## config.mk

```make
export PLATFORM = sky130hd
export DESIGN_NAME = fsm_rr_arbiter
export DESIGN_NICKNAME = d
export VERILOG_FILES = /design/src/rtl/fsm_rr_arbiter.sv
export SDC_FILE = /design/constraint.sdc
export NUM_CORES = 1
export LEC_CHECK = 0
export ABC_CLOCK_PERIOD_IN_PS = 1970
export CORE_MARGIN = 4
export CORE_UTILIZATION = 50
export CTS_BUF_LIST = sky130_fd_sc_hd__clkbuf_16
export DETAILED_ROUTE_END_ITERATION = 7
export MAX_ROUTING_LAYER = met4
export PLACE_DENSITY = 0.84
export SKIP_CTS_REPAIR_TIMING = 1
export SYNTH_ARGS = -nofsm -noshare
export SYNTH_HDL_FRONTEND = slang
export SYNTH_SLANG_ARGS = --single-unit
```

## constraint.sdc

```tcl
create_clock -name clk -period 1.97 [get_ports clk]
set_input_delay 0.197 -clock clk [delete_from_list [all_inputs] [get_ports clk]]
set_output_delay 0.197 -clock clk [all_outputs]
set_load 0.02 [all_outputs]
```

## src/rtl/fsm_rr_arbiter.sv

```systemverilog
// Three-requester round-robin arbiter with a bounded hold time.
// A grant that outlives MAX_HOLD cycles is revoked and counted as a timeout.
module fsm_rr_arbiter #(
  parameter int MAX_HOLD = 16
) (
  input  logic       clk,
  input  logic       reset_n,
  input  logic [2:0] req,
  output logic [2:0] gnt,
  output logic [1:0] gnt_id,
  output logic       busy,
  output logic       timeout_err,
  output logic [7:0] err_count
);

  typedef enum logic [1:0] {
    IDLE  = 2'b00,
    GRANT = 2'b01,
    GAP   = 2'b10
  } state_t;

  // Plain vector so the illegal code 2'b11 stays representable.
  logic [1:0] state;
  state_t     state_nxt;

  logic [1:0] owner;
  logic [1:0] last;
  logic [7:0] hold_cnt;

  logic       grant_en;
  logic       tmo;
  logic [1:0] win;
  logic [1:0] cand;
  logic       found;

  // Priority order: last+1, last+2, then last itself.
  always_comb begin
    win   = 2'd0;
    cand  = 2'd0;
    found = 1'b0;
    for (int k = 1; k <= 3; k++) begin
      cand = 2'((int'(last) + k) % 3);
      if (!found && req[cand]) begin
        win   = cand;
        found = 1'b1;
      end
    end
  end

  always_comb begin
    state_nxt = IDLE;
    grant_en  = 1'b0;
    tmo       = 1'b0;
    case (state)
      IDLE: begin
        if (|req) begin
          state_nxt = GRANT;
          grant_en  = 1'b1;
        end
      end
      GRANT: begin
        // Release takes precedence over a coincident timeout.
        if (!req[owner]) begin
          state_nxt = GAP;
        end else if (hold_cnt == 8'(MAX_HOLD - 1)) begin
          state_nxt = GAP;
          tmo       = 1'b1;
        end else begin
          state_nxt = GRANT;
        end
      end
      GAP:     state_nxt = IDLE;
      default: state_nxt = IDLE;
    endcase
  end

  always_ff @(posedge clk or negedge reset_n) begin
    if (!reset_n) begin
      state       <= IDLE;
      owner       <= 2'd0;
      last        <= 2'd2;
      hold_cnt    <= 8'd0;
      timeout_err <= 1'b0;
      err_count   <= 8'd0;
    end else begin
      state       <= state_nxt;
      timeout_err <= tmo;
      if (grant_en) begin
        owner    <= win;
        last     <= win;
        hold_cnt <= 8'd0;
      end else if (state == GRANT) begin
        hold_cnt <= hold_cnt + 8'd1;
      end
      if (tmo && err_count != 8'hFF)
        err_count <= err_count + 8'd1;
    end
  end

  // Grant is decoded from the state flop, so reset clears it without a clock.
  assign gnt    = (state == GRANT) ? (3'b001 << owner) : 3'b000;
  assign gnt_id = (state == GRANT) ? owner : 2'd0;
  assign busy   = |gnt;

endmodule

```

==> results.sh <==
export IMPL_cp_max_fo=9
export IMPL_critPathRequiredTime_ns=1.77
export IMPL_cp_slowest_cell="clkdlybuf4s50_1"
export IMPL_first_global_vias=1129
export IMPL_tns_ns=0
export IMPL_clk_latency_ns=0.25
export IMPL_total_leakage_power_nw=0.7616
export IMPL_met3_usage_pct=3.846
export IMPL_core_area_sq_um=2255
export IMPL_setup_worst_path_start="state[1]$_DFF_PN0_"
export IMPL_rsz0062_at_grt="no"
export IMPL_finalCriticalPeriod_ns=1.913
export IMPL_gr_usage_all_layers_pct=19.18
export IMPL_grt_max_degree=13
export IMPL_crit_type="flip-flop to output pin"
export IMPL_synth_mux_area_fraction_pct=2.678
export IMPL_place_congestion=0.8183
export IMPL_dr_pass1_iters=4
export IMPL_maxSlewViolCount=0
export IMPL_start_util_pct=53.88
export IMPL_endpoint="gnt_id[0]"
export IMPL_cts_tree="built"
export IMPL_synth_area_leaders="dfrtp_1, ha_1, o21ai_0"
export IMPL_syn_to_final_growth_pct=32.34
export IMPL_drc=0
export IMPL_fin_area_sq_um=1608
export IMPL_place_area_sq_um=1503
export IMPL_r2r_slack_ns=0.11
export IMPL_hold_path_class="input pin to asynchronous set/reset pin"
export IMPL_fin_nets=164
export IMPL_yosysSeqAreaShare_pct=45.42
export IMPL_drt_iter0_drc=30
export IMPL_die_h_um=57.30
export IMPL_skew_ns=0.002581
export IMPL_syn_nets=132
export IMPL_antenna_found_initial=0
export IMPL_fp_dieArea_sq_um=3283
export IMPL_vdd_drop_max_mv=0.6735
export IMPL_synth_simple_area_share_pct=24.92
export IMPL_htree_num_levels=1
export IMPL_vias=1053
export IMPL_setup_ws_ns=0.05675
export IMPL_synth_xor_area_share_pct=5.046
export IMPL_clk_path_buf_depth=2
export IMPL_setup_viol=0
export IMPL_grt_overflow=0
export IMPL_timing_rr_end="owner[0]$_DFFE_PN0P_"
export IMPL_synth_flop_cell="dfrtp_1"
export IMPL_post_drt_wl_per_cell_um=15.29
export IMPL_io_pin_count=20
export IMPL_diodes=0
export IMPL_power_density_nw_per_um2=1186
export IMPL_rr_startpoint="last[1]$_DFFE_PN1P_"
export IMPL_row_count=17
export IMPL_top_usage_layer="met2"
export IMPL_cts_buffers=3
export IMPL_clock_sinks=22
export IMPL_synthArstFlopShare_pct=100.0
export IMPL_synth_cells=122
export IMPL_setup_worst_path_start_class="flip-flop"
export IMPL_synth_edf_count=0
export IMPL_detail_route_antenna_nets=0
export IMPL_via_per_inst=5.818
export IMPL_clk_pin_slew_worst_paths_ns=0.06
export IMPL_cts_root_buf="clkbuf_16"
export IMPL_worstPathCellList="nand2b_1, nor2_1, clkdlybuf4s50_1"
export IMPL_max_slew_margin_pct=68.58
export IMPL_drive_gt1_share_pct=15.69
export IMPL_outcome="complete, no violations"
export IMPL_synth_compound_area_share_pct=13.90
export IMPL_chipWidth_um=57.30
export IMPL_syn_avg_cell_area_sq_um=9.958
export IMPL_arrival_ns=1.72
export IMPL_crit_path_end_kind="output pin"
export IMPL_finalHoldViolCount=0
export IMPL_timing_final_crit_share_pct=97.12
export IMPL_worst_pin_slew_ns=0.4699
export IMPL_synth_fa_ha_area_share_pct=5.149
export IMPL_total_power_mw=1.908
export IMPL_met2_usage_pct=34.42
export IMPL_yosys_area_top_type="dfrtp_1"
export IMPL_synth_top_family_by_area="simple AND/OR/NAND/NOR gates"
export IMPL_port_buffers=19
export IMPL_use_met1_pct=20.37
export IMPL_dp_hpwl_mm=2.073
export IMPL_max_stage_delay_ns=0.61
export IMPL_maxCapViolations=0
export IMPL_ys_ff_latch=22
export IMPL_synth_top_area_share_pct=43.25
export IMPL_pre_cts_slack_ns=0.01629
export IMPL_synth_cell_type_count=40
export IMPL_timing_fmax_mhz=522.7
export IMPL_synth_yosys_warnings=0
export IMPL_grt_first_pass_wirelength_mm=4.774
export IMPL_routed_wl_mm=2.768
export IMPL_reg2regPathDepth=8
export IMPL_syn_area_sq_um=1215
[how the worst min path moves through the flow]
stage,start,to,slack (ns)
floorplan,reset_n,err_count[0]$_DFFE_PN0P_,-0.1
global placement,err_count[5]$_DFFE_PN0P_,err_count[5]$_DFFE_PN0P_,0.48
detailed placement,err_count[5]$_DFFE_PN0P_,err_count[5]$_DFFE_PN0P_,0.50
CTS,reset_n,err_count[3]$_DFFE_PN0P_,0.29
global route,reset_n,err_count[0]$_DFFE_PN0P_,0.32
finish,reset_n,err_count[5]$_DFFE_PN0P_,0.27
[layout by cell type, fill, tap and decap left out, types with 2 or more instances in the layout]
cell	instances
buf_4	11
and3_1	4
a31oi_1	2
xor2_1	3
o21ai_0	8
ha_1	5
nand4_1	5
nand3_1	3
and4_1	2
and2_1	2
dlymetal6s2s_1	3
nor2b_1	2
mux2_1	2
clkbuf_16	3
nand2b_1	6
inv_1	4
nor2_1	8
dfrtp_1	21
a21oi_1	4
nor3_1	4
clkdlybuf4s50_1	16
nand2_1	10
xnor2_1	4
o211ai_1	2
[routing by layer]
layer  share of wire [%]  wire length, um
met5                   0                0
met4                 1.7               48
met3                 4.5              124
met2                  52             1450
met1                  41             1144
[sequential cells by signal (all words and copies together), names as in the netlist]
signal,cells
hold_cnt,8
state,2
owner,2
last,1
timeout_err,1
err_count,8
[per-stage QoR]
step / instances / utilization (%) / hold slack [ns]
after detailed placement: 177 / 66.65 / 0.4963
after floorplan: 122 / - / -0.09859
after CTS: 181 / 70.14 / 0.2900
after global placement: 177 / 66.65 / 0.4838
final: 181 / 71.31 / 0.2664
after global routing: 181 / 71.31 / 0.3153
[Yosys cell counts, drive strengths merged, types with 2 or more instances]
cell type	number
xnor2	4
mux2	2
nor2b	3
inv	4
nor4	2
o211ai	2
nor3	5
a31oi	2
nand2	11
nand2b	6
o21ai	8
and2	2
and3	5
and4	2
ha	5
nor2	8
dfrtp	21
xor2	3
nand4	5
buf	2
a21oi	4
nand3	3
[cells by family (layout without fill, tap and decap cells)]
| logic type | count (synthesis) | after routing |
|---|---|---|
| xor+xnor | 7 | 7 |
| mux | 3 | 3 |
| buf+inv | 7 | 38 |
| flops | 22 | 22 |
| simple gates | 53 | 53 |
| fa+ha+maj | 5 | 5 |
| compound gates | 25 | 25 |
[report_power, final]
group | internal (mW) | leakage, nW | switching (mW) | total, mW
logic | 0.393 | 0.431 | 0.459 | 0.852
registers | 0.540 | 0.293 | 0.0917 | 0.631
clock network | 0.271 | 0.0385 | 0.154 | 0.424
[critical path: cells and delay by family, from the launching register on]
family | cells | cell delay, ns
buffers and inverters | 1 | 0.61
AND/OR/NAND/NOR | 2 | 0.42
flip-flops | 1 | 0.43
[area by class of cell]
class,count,area (sq um)
clock buffer,3,75.07
tap,28,35.03
multi-input combinational,93,646.9
sequential,22,551.8
fill,180,646.9
timing repair buffer,30,280.3
clock inverter,1,3.754
inverter,4,15.01
No activity file was read; power rests on OpenSTA's default activity.
